===== config.mk =====
export PLATFORM = sky130hd
export DESIGN_NAME = alu_seq_ctrl
export DESIGN_NICKNAME = d
export VERILOG_FILES = /design/src/rtl/alu_pkg.sv /design/src/rtl/div_iter.sv /design/src/rtl/alu_seq_ctrl.sv
export SDC_FILE = /design/constraint.sdc
export NUM_CORES = 1
export LEC_CHECK = 0
export BUFFER_PORTS_ARGS = -buffer_cell sky130_fd_sc_hd__buf_2
export CAP_MARGIN = 20
export CELL_PAD_IN_SITES_DETAIL_PLACEMENT = 1
export CELL_PAD_IN_SITES_GLOBAL_PLACEMENT = 2
export CORE_MARGIN = 8
export CORE_UTILIZATION = 40
export CTS_CLUSTER_DIAMETER = 60
export DETAILED_ROUTE_END_ITERATION = 10
export PLACE_DENSITY = 0.91
export SLEW_MARGIN = 15
export SYNTH_ARGS = -nofsm -noshare
export SYNTH_HDL_FRONTEND = slang
export SYNTH_SLANG_ARGS = --single-unit

===== constraint.sdc =====
create_clock -name clk -period 8.1 [get_ports clk]
set_clock_uncertainty 0.05 [all_clocks]
set_input_delay 1.62 -clock clk [delete_from_list [all_inputs] [get_ports clk]]
set_output_delay 1.62 -clock clk [all_outputs]
set_load 0.02 [all_outputs]

===== src/rtl/alu_pkg.sv =====
// Shared constants for the sequential ALU: funct codes, FSM states, width.
// Optional divide-by-zero shortcut is controlled by ALU_SEQ_DIVZERO_EN.
package alu_pkg;

  localparam int WIDTH = 32;

  localparam logic [5:0] F_AND  = 6'b100100;
  localparam logic [5:0] F_OR   = 6'b100101;
  localparam logic [5:0] F_ADD  = 6'b100000;
  localparam logic [5:0] F_SUB  = 6'b100010;
  localparam logic [5:0] F_SLT  = 6'b101010;
  localparam logic [5:0] F_SLL  = 6'b000000;
  localparam logic [5:0] F_DIVU = 6'b011011;
  localparam logic [5:0] F_MFHI = 6'b010000;
  localparam logic [5:0] F_MFLO = 6'b010010;

  typedef enum logic [1:0] {
    IDLE,
    EXEC,
    DIV,
    DONE
  } state_t;

endpackage


===== src/rtl/div_iter.sv =====
// Unsigned restoring divider, one quotient bit per cycle, WIDTH iterations.
// last pulses for one cycle once quotient/remainder are final.
module div_iter #(
  parameter int WIDTH = 32
) (
  input  logic             clk,
  input  logic             rst_n,
  input  logic             start,
  input  logic [WIDTH-1:0] dividend,
  input  logic [WIDTH-1:0] divisor,
  output logic [WIDTH-1:0] quotient,
  output logic [WIDTH-1:0] remainder,
  output logic             last
);

  localparam int CW = (WIDTH > 1) ? $clog2(WIDTH) : 1;

  logic [WIDTH-1:0] d;
  logic [CW-1:0]    cnt;
  logic             run;
  logic [WIDTH:0]   trial;
  logic             fits;

  // quotient doubles as the dividend shift register
  assign trial = {remainder, quotient[WIDTH-1]};
  assign fits  = trial >= {1'b0, d};

  always_ff @(posedge clk or negedge rst_n) begin
    if (!rst_n) begin
      quotient  <= '0;
      remainder <= '0;
      d         <= '0;
      cnt       <= '0;
      run       <= 1'b0;
      last      <= 1'b0;
    end else begin
      last <= 1'b0;
      if (start) begin
        quotient  <= dividend;
        remainder <= '0;
        d         <= divisor;
        cnt       <= '0;
        run       <= 1'b1;
      end else if (run) begin
        quotient  <= {quotient[WIDTH-2:0], fits};
        remainder <= fits ? WIDTH'(trial - {1'b0, d})
                          : trial[WIDTH-1:0];
        if (cnt == CW'(WIDTH - 1)) begin
          cnt  <= '0;
          run  <= 1'b0;
          last <= 1'b1;
        end else begin
          cnt <= cnt + 1'b1;
        end
      end
    end
  end

endmodule


===== src/rtl/alu_seq_ctrl.sv =====
// Multi-cycle ALU controller with HI/LO registers and iterative DIVU.
// Define ALU_SEQ_DIVZERO_EN for the one-cycle divide-by-zero path.
module alu_seq_ctrl #(
  parameter int WIDTH = alu_pkg::WIDTH
) (
  input  logic             clk,
  input  logic             rst_n,
  input  logic             start,
  input  logic [5:0]       funct,
  input  logic [WIDTH-1:0] dataA,
  input  logic [WIDTH-1:0] dataB,
  input  logic [4:0]       shamt,
  output logic             busy,
  output logic             done,
  output logic [WIDTH-1:0] dataOut,
  output logic [WIDTH-1:0] hi,
  output logic [WIDTH-1:0] lo,
  output logic             div_zero
);

  import alu_pkg::*;

  state_t           state;
  logic [5:0]       op_f;
  logic [WIDTH-1:0] op_a;
  logic [WIDTH-1:0] op_b;
  logic [4:0]       op_sh;
  logic [WIDTH-1:0] exec_res;
  logic [WIDTH-1:0] div_q;
  logic [WIDTH-1:0] div_r;
  logic             div_last;
  logic             accept;
  logic             is_divu;
  logic             dz_skip;
  logic             div_go;

  assign accept  = (state == IDLE) && start;
  assign is_divu = (funct == F_DIVU);

`ifdef ALU_SEQ_DIVZERO_EN
  logic dz_q;

  assign dz_skip  = (dataB == '0);
  assign div_zero = dz_q;

  always_ff @(posedge clk or negedge rst_n) begin
    if (!rst_n)
      dz_q <= 1'b0;
    else if (accept)
      dz_q <= is_divu && dz_skip;
  end
`else
  assign dz_skip  = 1'b0;
  assign div_zero = 1'b0;
`endif

  assign div_go = accept && is_divu && !dz_skip;

  div_iter #(.WIDTH(WIDTH)) u_div (
    .clk       (clk),
    .rst_n     (rst_n),
    .start     (div_go),
    .dividend  (dataA),
    .divisor   (dataB),
    .quotient  (div_q),
    .remainder (div_r),
    .last      (div_last)
  );

  always_comb begin
    exec_res = '0;
    unique case (1'b1)
      (op_f == F_AND):  exec_res = op_a & op_b;
      (op_f == F_OR):   exec_res = op_a | op_b;
      (op_f == F_ADD):  exec_res = op_a + op_b;
      (op_f == F_SUB):  exec_res = op_a - op_b;
      (op_f == F_SLT):  exec_res = {{(WIDTH-1){1'b0}},
                                    $signed(op_a) < $signed(op_b)};
      (op_f == F_SLL):  exec_res = op_a << op_sh;
      (op_f == F_MFHI): exec_res = hi;
      (op_f == F_MFLO): exec_res = lo;
      default:          exec_res = '0;
    endcase
  end

  always_ff @(posedge clk or negedge rst_n) begin
    if (!rst_n) begin
      state   <= IDLE;
      busy    <= 1'b0;
      done    <= 1'b0;
      dataOut <= '0;
      hi      <= '0;
      lo      <= '0;
      op_f    <= '0;
      op_a    <= '0;
      op_b    <= '0;
      op_sh   <= '0;
    end else begin
      done <= 1'b0;
      unique case (state)
        IDLE: begin
          if (start) begin
            op_f  <= funct;
            op_a  <= dataA;
            op_b  <= dataB;
            op_sh <= shamt;
            busy  <= 1'b1;
            if (is_divu && dz_skip) begin
              lo      <= '1;
              hi      <= dataA;
              dataOut <= dataA;
              done    <= 1'b1;
              state   <= DONE;
            end else if (is_divu) begin
              state <= DIV;
            end else begin
              state <= EXEC;
            end
          end
        end
        EXEC: begin
          dataOut <= exec_res;
          done    <= 1'b1;
          state   <= DONE;
        end
        DIV: begin
          if (div_last) begin
            lo      <= div_q;
            hi      <= div_r;
            dataOut <= div_r;
            done    <= 1'b1;
            state   <= DONE;
          end
        end
        DONE: begin
          busy  <= 1'b0;
          state <= IDLE;
        end
      endcase
    end
  end

endmodule


==> results of run 1 <==
[through the flow]
stage               util [%]  hold slack [ns]  cell area [µm²]  std cells
global route            46.0            0.481            22600       2966
detailed placement      43.3            0.440            21300       2898
floorplan                  -            0.400            19900       2179
CTS                     46.0            0.455            22600       2966
finish                  46.0            0.468            22600       2966
global placement        43.3            0.429            21300       2898
[path summary, 6_finish.rpt]
path                             from                 end  slack, ns  cells after the start
hold reg to reg            u_div.d[0]          u_div.d[0]       0.47                      2
max in group asynchronous       rst_n            op_a[27]       5.47                      2
hold / removal             u_div.d[0]          u_div.d[0]       0.47                      2
min in group asynchronous       rst_n  u_div.remainder[6]       1.07                      1
setup / recovery              op_a[0]          dataOut[0]       4.07                     13
setup reg to reg              op_a[0]          dataOut[0]       4.07                     13
[power by group through the flow]
stage	sequential, mW	clock, mW	combinational [mW]
final	2.66	1.75	6.62
after global routing	2.70	1.82	7.14
after CTS	2.62	1.78	6.48
after detailed placement	2.63	0	6.39
after global placement	2.59	0	6.19
after floorplan	2.32	0	4.57
[cell usage after synthesis (6+ instances only)]
library cell,count
dfrtp_1,278
o21ai_0,218
nand2_1,176
a21oi_1,168
mux2_2,150
ha_1,146
nor2_1,144
inv_1,131
clkbuf_1,90
mux2i_1,79
nor3_1,37
a211oi_1,30
a221oi_1,28
a21o_1,27
nand2b_1,27
nand3_1,26
a22oi_1,25
buf_2,25
mux4_2,19
o22ai_1,19
xor2_1,18
buf_1,17
nand4_1,17
o21a_1,17
xnor2_1,17
o2111ai_1,16
nor4_1,15
o21bai_1,15
and2_1,12
nor2b_1,12
o211ai_1,12
a31oi_1,10
and3_1,10
o31ai_1,10
a221o_1,9
o221ai_1,9
a222oi_1,7
o21ai_1,7
nand3b_1,6
o211a_1,6
[worst max-delay path, stage by stage (launching register included)]
cell and delay [ns]:
dfrtp_1 0.49, inv_1 0.14, ha_1 0.28, fa_1 0.44
o21bai_1 0.28, a2111oi_1 0.18, o21ai_1 0.34, a41oi_2 0.31
o211ai_1 0.25, o311a_2 0.30, nand3_1 0.10, a21oi_1 0.41
a21oi_1 0.16, o21a_1 0.19
[final cells by class]
type,count,area (µm²)
Timing Repair Buffer,195,1050
Fill cell,5741,26500
Multi-Input combinational cell,1628,11900
Clock buffer,48,1020
Sequential cell,278,6960
Clock inverter,20,284
Inverter,133,499
Tap cell,664,831
[cells by family (layout without fill, tap and decap cells)]
logic type               count (synthesis)  in the layout  share of synthesized area (%)
adder cells (fa/ha/maj)                149            149                           9.48
buffers and inverters                  273            396                           5.48
other                                    1              1                         0.0188
XOR/XNOR                                35             35                           1.54
AO/OA/AOI/OAI                          687            687                           22.1
AND/OR/NAND/NOR                        508            508                           11.8
multiplexers                           248            248                           14.6
flip-flops                             278            278                           34.9
[cells in the final DEF (no fill, tap or decap), types with 28 or more instances in the layout]
| master | instances |
|---|---|
| nor3_1 | 37 |
| mux2i_1 | 79 |
| o21ai_0 | 218 |
| a21oi_1 | 168 |
| buf_2 | 174 |
| a221oi_1 | 28 |
| nor2_1 | 141 |
| nand2_1 | 174 |
| dfrtp_1 | 275 |
| clkbuf_16 | 37 |
| a211oi_1 | 30 |
| inv_1 | 131 |
| ha_1 | 146 |
| mux2_2 | 150 |
[sequential cells by signal (all words and copies together), names as in the netlist, 6 cells and up]
| signal | count |
|---|---|
| dataOut | 32 |
| hi | 32 |
| lo | 32 |
| op_a | 32 |
| op_b | 32 |
| u_div.d | 32 |
| u_div.quotient | 32 |
| u_div.remainder | 32 |
| op_f | 6 |
[layer usage]
metal,GRT usage (%),up-vias,part of all wire [%]
met5,0,-,0.016
li1,-,8127,-
met1,37.8,9476,43
met2,42.9,691,45
met3,5.34,163,7.3
met4,10.8,2,4.0
==> impl_metrics.xml, run 1 <==
<?xml version="1.0" encoding="UTF-8"?>
<metrics>
  <group name="worst_setup_path">
    <metric name="worst_ep_required_time" unit="ns">8.52</metric>
    <metric name="critical_path_peak_fanout" unit="">6</metric>
    <metric name="start_kind" unit="">flop</metric>
    <metric name="worstSetupEndpointType" unit="">flop</metric>
    <metric name="worst_ep_arrival_time" unit="ns">4.46</metric>
    <metric name="critPathKind" unit="">reg2reg</metric>
  </group>
  <group name="pwr">
    <metric name="share_seq_of_total_power" unit="%">24.1</metric>
    <metric name="p_int" unit="mW">5.36</metric>
    <metric name="vdd_drop_max" unit="µV">173</metric>
    <metric name="power.switching" unit="mW">5.68</metric>
    <metric name="clockPowerShare" unit="%">15.9</metric>
    <metric name="power.share.combinational" unit="%">60.0</metric>
    <metric name="powerDensity" unit="mW/mm²">489</metric>
    <metric name="leakage" unit="nW">9.79</metric>
    <metric name="netSwitchingFraction" unit="%">51.5</metric>
    <metric name="power.total" unit="mW">11.0</metric>
  </group>
  <group name="routing">
    <metric name="via_count" unit="">18500</metric>
    <metric name="wire_per_inst" unit="µm">27.4</metric>
    <metric name="drt_pre_antenna_iters" unit="">5</metric>
    <metric name="via_per_inst" unit="">6.22</metric>
    <metric name="drtAntennaViolNets" unit="">0</metric>
    <metric name="detailedRoute.firstIterationViolations" unit="">1774</metric>
    <metric name="overall_routed_net_length" unit="mm">81.2</metric>
    <metric name="detail_route.drc_violations" unit="">0</metric>
  </group>
  <group name="timing">
    <metric name="report.final.hold_viol_count" unit="">0</metric>
    <metric name="max_slew.worst_pin.slew" unit="ns">1.05</metric>
    <metric name="finalSetupViolations" unit="">0</metric>
    <metric name="timing.final.max_slew_violations" unit="">0</metric>
    <metric name="rsz0062_at_grt" unit="">no</metric>
    <metric name="setup-tns-final" unit="ns">0</metric>
    <metric name="maximum_clock_frequency" unit="MHz">248</metric>
    <metric name="timing.final.crit_period" unit="ns">4.03</metric>
    <metric name="post_route_clock_period_utilization" unit="%">49.8</metric>
    <metric name="slew_headroom" unit="%">29.9</metric>
    <metric name="worst_slack" unit="ns">4.07</metric>
  </group>
  <group name="synth">
    <metric name="ys_dominant_reg_cell" unit="">dfrtp_1</metric>
    <metric name="post-synth-top-area-cell" unit="">dfrtp_1</metric>
    <metric name="synth_seq_area_share" unit="%">34.9</metric>
    <metric name="netlist_top_cells_area" unit="">dfrtp_1, ha_1, mux2_2, o21ai_0, a21oi_1</metric>
    <metric name="yosys_register_bits" unit="">278</metric>
    <metric name="post_synthesis_average_cell_area" unit="µm²">9.14</metric>
    <metric name="yosys.cell_types.count" unit="">85</metric>
    <metric name="mapped_cells" unit="">2179</metric>
    <metric name="nets_in_the_synthesized_netlist" unit="">2406</metric>
    <metric name="synth_area" unit="mm²">0.0199</metric>
    <metric name="synth-async-reset-ratio" unit="%">100</metric>
    <metric name="count_of_flip_flops_with_a_built_in_enable_after_synthesis" unit="">0</metric>
    <metric name="ys.warnings.count" unit="">0</metric>
    <metric name="synth.top_cell.area_share" unit="%">34.9</metric>
  </group>
  <group name="cells_and_area">
    <metric name="antenna-diode-count" unit="">0</metric>
    <metric name="drive_above_1_share" unit="%">20.1</metric>
    <metric name="area_growth_syn_to_layout" unit="%">13.3</metric>
    <metric name="num-nets-final" unit="">2500</metric>
  </group>
  <group name="floorplanning">
    <metric name="num_io_pins" unit="">177</metric>
    <metric name="core" unit="mm²">0.0491</metric>
    <metric name="die_area" unit="mm²">0.0572</metric>
    <metric name="die_x" unit="µm">239</metric>
    <metric name="dieHeight" unit="µm">239</metric>
    <metric name="num_rows" unit="">81</metric>
    <metric name="start_util" unit="%">40.6</metric>
  </group>
  <group name="place">
    <metric name="post-dp-hpwl" unit="mm">59.9</metric>
    <metric name="place_congestion" unit="">0.948</metric>
    <metric name="buffer_ports.inserted" unit="">175</metric>
    <metric name="preCtsSetupSlack" unit="ns">4.00</metric>
  </group>
  <group name="cts">
    <metric name="clk_root_buffer_cell" unit="">clkbuf_16</metric>
    <metric name="max-clock-path-buffers" unit="">3</metric>
    <metric name="cts.reportedPaths.clkPinSlew" unit="ns">0.07</metric>
    <metric name="ctsHoldBuffers" unit="">0</metric>
    <metric name="cts_made_buffers" unit="">37</metric>
    <metric name="post_cts_resize_count" unit="">0</metric>
    <metric name="clock_sink_count" unit="">278</metric>
    <metric name="tritoncts" unit="">done</metric>
    <metric name="cts_setup_buffers" unit="">0</metric>
    <metric name="clk-insertion-delay-late" unit="ns">0.58</metric>
    <metric name="cts_h_tree_depth" unit="">2</metric>
  </group>
  <group name="hold_path">
    <metric name="class_of_the_tightest_hold_or_removal_check" unit="">reg2reg</metric>
  </group>
  <group name="grt">
    <metric name="grt_start_max_net_pins" unit="">159</metric>
    <metric name="antenna_violations_before_repair" unit="">1</metric>
    <metric name="grtUsageTotal" unit="%">27.7</metric>
    <metric name="global_route_wire_length_before_repair" unit="mm">121</metric>
    <metric name="via_count_of_the_first_global_routing_pass" unit="">18900</metric>
    <metric name="grt_overflow" unit="">0</metric>
  </group>
  <group name="job">
    <metric name="cap_violations" unit="">0</metric>
  </group>
  <group name="outcome">
    <metric name="run_status" unit="">completed</metric>
  </group>
</metrics>
No activity file was read; power rests on OpenSTA's default activity.
==> inputs of run 2 (changes only) <==
ABC_AREA = 1   (was not set)
CORE_UTILIZATION = 31   (was 40)
PLACE_DENSITY = 0.86   (was 0.91)
clock period = 3.6 ns   (was 8.1 ns; I/O delays follow)
==> run 2 against run 1 <==
Net effect: area after synthesis rose by 9.2%; sequential power is 130% higher; highest routed layer unchanged; final area increased by 9.9%; via count increased by 26%; first-iteration DRC count rose by 14%; largest cell class unchanged; critical path depth is 3 higher; maximum frequency up 28%; combinational power grew to 2.7 times the previous value.
==> impl_metrics.xml, run 2 <==
<?xml version="1.0" encoding="UTF-8"?>
<metrics>
  <group name="cells_and_area">
    <metric name="post_layout_nonfiller_instances" unit="">4452</metric>
    <metric name="num-nets-final" unit="">3717</metric>
    <metric name="drive_above_1_share" unit="%">8.92</metric>
    <metric name="area_growth_syn_to_layout" unit="%">14.1</metric>
    <metric name="final_common_cell" unit="">nand2_1</metric>
    <metric name="most-common-layout-cells" unit="">nand2_1, inv_1, nand3_1</metric>
    <metric name="layout.cell_area.non_filler" unit="mm²">0.0248</metric>
  </group>
  <group name="place">
    <metric name="buffer_ports.inserted" unit="">175</metric>
    <metric name="dpl-instance-area" unit="mm²">0.0236</metric>
    <metric name="post-dp-hpwl" unit="mm">82.5</metric>
    <metric name="dpl.cell_count" unit="">4392</metric>
    <metric name="place_congestion" unit="">0.970</metric>
  </group>
  <group name="routing">
    <metric name="drtAntennaViolNets" unit="">0</metric>
    <metric name="via_per_inst" unit="">5.23</metric>
    <metric name="detail_route.drc_violations" unit="">0</metric>
    <metric name="wire_per_inst" unit="µm">22.8</metric>
    <metric name="drt_pre_antenna_iters" unit="">5</metric>
    <metric name="detailedRoute.firstIterationViolations" unit="">2017</metric>
    <metric name="overall_routed_net_length" unit="mm">102</metric>
    <metric name="via_count" unit="">23300</metric>
  </group>
  <group name="synth">
    <metric name="ys_dominant_reg_cell" unit="">dfrtp_1</metric>
    <metric name="mapped_cells" unit="">3362</metric>
    <metric name="synth-async-reset-ratio" unit="%">100</metric>
    <metric name="nets_in_the_synthesized_netlist" unit="">3589</metric>
    <metric name="yosys.cell_types.count" unit="">51</metric>
    <metric name="count_of_flip_flops_with_a_built_in_enable_after_synthesis" unit="">0</metric>
    <metric name="ys_top_cells_by_count" unit="">nand2_1, inv_1, nand3_1, o21ai_0, dfrtp_1</metric>
    <metric name="synth.top_cell.area_share" unit="%">32.0</metric>
    <metric name="synth_seq_area_share" unit="%">32.0</metric>
    <metric name="post-synth-top-area-cell" unit="">dfrtp_1</metric>
    <metric name="ys.warnings.count" unit="">0</metric>
    <metric name="netlist_top_cells_area" unit="">dfrtp_1, nand2_1, inv_1, ha_1, nand3_1</metric>
    <metric name="synth_area" unit="mm²">0.0217</metric>
    <metric name="post_synthesis_average_cell_area" unit="µm²">6.46</metric>
    <metric name="yosys_register_bits" unit="">278</metric>
    <metric name="synth_most_common_cell" unit="">nand2_1</metric>
  </group>
  <group name="cts">
    <metric name="post_cts_resize_count" unit="">0</metric>
    <metric name="clk_root_buffer_cell" unit="">clkbuf_16</metric>
    <metric name="tritoncts" unit="">done</metric>
    <metric name="clk-insertion-delay-late" unit="ns">0.52</metric>
    <metric name="cts_made_buffers" unit="">34</metric>
    <metric name="ctsHoldBuffers" unit="">0</metric>
    <metric name="cts_setup_buffers" unit="">0</metric>
    <metric name="cts_h_tree_depth" unit="">2</metric>
    <metric name="max-clock-path-buffers" unit="">3</metric>
    <metric name="clock_sink_count" unit="">278</metric>
    <metric name="cts.reportedPaths.clkPinSlew" unit="ns">0.06</metric>
  </group>
  <group name="timing">
    <metric name="post_route_clock_period_utilization" unit="%">87.4</metric>
    <metric name="report.final.hold_viol_count" unit="">0</metric>
    <metric name="timing.final.crit_period" unit="ns">3.15</metric>
    <metric name="final.hold.worst_slack" unit="ns">0.112</metric>
    <metric name="max_slew.worst_pin.slew" unit="ns">0.971</metric>
    <metric name="slew_headroom" unit="%">35.3</metric>
    <metric name="maximum_clock_frequency" unit="MHz">318</metric>
    <metric name="timing.final.max_slew_violations" unit="">0</metric>
    <metric name="setup-tns-final" unit="ns">0</metric>
    <metric name="finalSetupViolations" unit="">0</metric>
    <metric name="rsz0062_at_grt" unit="">no</metric>
  </group>
  <group name="worst_setup_path">
    <metric name="slowest_stage" unit="">dfrtp_1</metric>
    <metric name="crit_chain" unit="">inv_1 -&gt; ha_1 -&gt; fa_1 -&gt; inv_1 -&gt; nand2_1 -&gt; nand3_1 -&gt; nand2_1 -&gt; nand2_1 -&gt; nand2_1 -&gt; nand3_1 -&gt; nand2_1 -&gt; nand3_1 -&gt; nand3_1 -&gt; nand2_1 -&gt; nand2_1 -&gt; a21oi_1</metric>
    <metric name="start_kind" unit="">flop</metric>
    <metric name="crit-reg2reg-capture" unit="">dataOut[0]</metric>
    <metric name="critPathTopFamily" unit="">simple AND/OR/NAND/NOR gates</metric>
    <metric name="worst-r2r-setup-slack" unit="ns">0.45</metric>
    <metric name="cp-startpoint" unit="">op_a[0]</metric>
    <metric name="worst_ep_arrival_time" unit="ns">3.55</metric>
    <metric name="critical_path_peak_fanout" unit="">4</metric>
    <metric name="r2r-start" unit="">op_a[0]</metric>
    <metric name="crit_buf_inv" unit="">2</metric>
    <metric name="critPathKind" unit="">reg2reg</metric>
    <metric name="cp_slowest_stage_delay" unit="ns">0.42</metric>
    <metric name="timing.reg2reg.worst_path_depth" unit="">16</metric>
    <metric name="cp_common_cell" unit="">nand2_1</metric>
    <metric name="worst_ep_required_time" unit="ns">4.00</metric>
    <metric name="worstSetupEndpointType" unit="">flop</metric>
  </group>
  <group name="pwr">
    <metric name="leakage" unit="nW">13.0</metric>
    <metric name="vdd_drop_max" unit="µV">428</metric>
    <metric name="power.total" unit="mW">27.5</metric>
    <metric name="powerDensity" unit="mW/mm²">1110</metric>
  </group>
  <group name="floorplanning">
    <metric name="die_x" unit="µm">281</metric>
    <metric name="core" unit="mm²">0.0698</metric>
    <metric name="num_rows" unit="">97</metric>
    <metric name="dieHeight" unit="µm">281</metric>
    <metric name="start_util" unit="%">31.1</metric>
    <metric name="die_area" unit="mm²">0.0788</metric>
    <metric name="num_io_pins" unit="">177</metric>
  </group>
  <group name="grt">
    <metric name="grt_overflow" unit="">0</metric>
    <metric name="via_count_of_the_first_global_routing_pass" unit="">23600</metric>
    <metric name="grt_start_max_net_pins" unit="">106</metric>
    <metric name="global_route_wire_length_before_repair" unit="mm">151</metric>
    <metric name="antenna_violations_before_repair" unit="">4</metric>
    <metric name="grtUsageTotal" unit="%">25.3</metric>
  </group>
  <group name="job">
    <metric name="cap_violations" unit="">0</metric>
  </group>
  <group name="outcome">
    <metric name="run_status" unit="">completed</metric>
  </group>
  <group name="hold_path">
    <metric name="class_of_the_tightest_hold_or_removal_check" unit="">in2async</metric>
  </group>
</metrics>
-- run 2: changes by cell type after synthesis, moves of 21 or more --
cell / previous run / this run
mux2_2: 150 / 0
inv_1: 131 / 505
clkbuf_1: 90 / 63
o21ai_0: 218 / 282
nor2_1: 144 / 238
a221oi_1: 28 / 1
nand2_1: 176 / 1037
buf_2: 25 / 57
mux2i_1: 79 / 0
a21o_1: 27 / 4
a22oi_1: 25 / 4
a211oi_1: 30 / 6
nand2b_1: 27 / 0
nand3_1: 26 / 312
-- run 2: worst max path at each step --
stage	end	slack, ns	depth (start not counted)
detailed placement	u_div.quotient[31]	0.47	11
CTS	dataOut[0]	0.54	16
global route	dataOut[0]	0.31	16
finish	dataOut[0]	0.45	16
global placement	u_div.quotient[31]	0.51	11
floorplan	u_div.remainder[18]	1.47	12
-- run 2: cells by family after synthesis --
logic type	after synthesis	share of synthesized area (%)
compound gates	584	14.9
xor+xnor	23	0.927
simple gates	1671	31.7
fa+ha+maj	149	8.68
other cells	1	0.0173
flops	278	32.0
buf+inv	656	11.8
-- run 2: final cells by class --
class | count | area (µm²)
repair buffers | 234 | 1400
inverters | 514 | 1930
diodes | 2 | 5.00
clock inverters | 14 | 174
fillers | 9106 | 45000
clock buffers | 42 | 922
well taps | 940 | 1180
multi-input cells | 2428 | 12200
flip-flops and latches | 278 | 6960
-- run 2: stage by stage --
step	utilization (%)	worst slack, ns
after global routing	35.5	0.315
final	35.5	0.452
after global placement	33.9	0.507
after detailed placement	33.9	0.469
after floorplan	-	1.47
after CTS	35.4	0.535
-- run 2: layer usage --
metal | GRT usage (%) | share of wire (%) | vias up
li1 | - | - | 11000
met1 | 33.5 | 44 | 11400
met2 | 41.5 | 46 | 691
met3 | 3.82 | 6.4 | 167
met4 | 9.08 | 3.9 | 2
met5 | 0 | 0.016 | -
-- run 2: worst register-to-register path, delay by kind of cell (launching register included) --
| family | cells | cell delay, ns |
|---|---|---|
| fa+ha+maj | 2 | 0.70 |
| flops | 1 | 0.42 |
| simple gates | 11 | 1.41 |
| compound gates | 1 | 0.16 |
| buf+inv | 2 | 0.33 |
-- run 2: power by group --
group	total, mW	internal, mW	switching, mW
Clock	3.51	2.05	1.46
Sequential	6.09	4.47	1.62
Combinational	17.9	5.28	12.7
Total	27.5	11.8	15.7
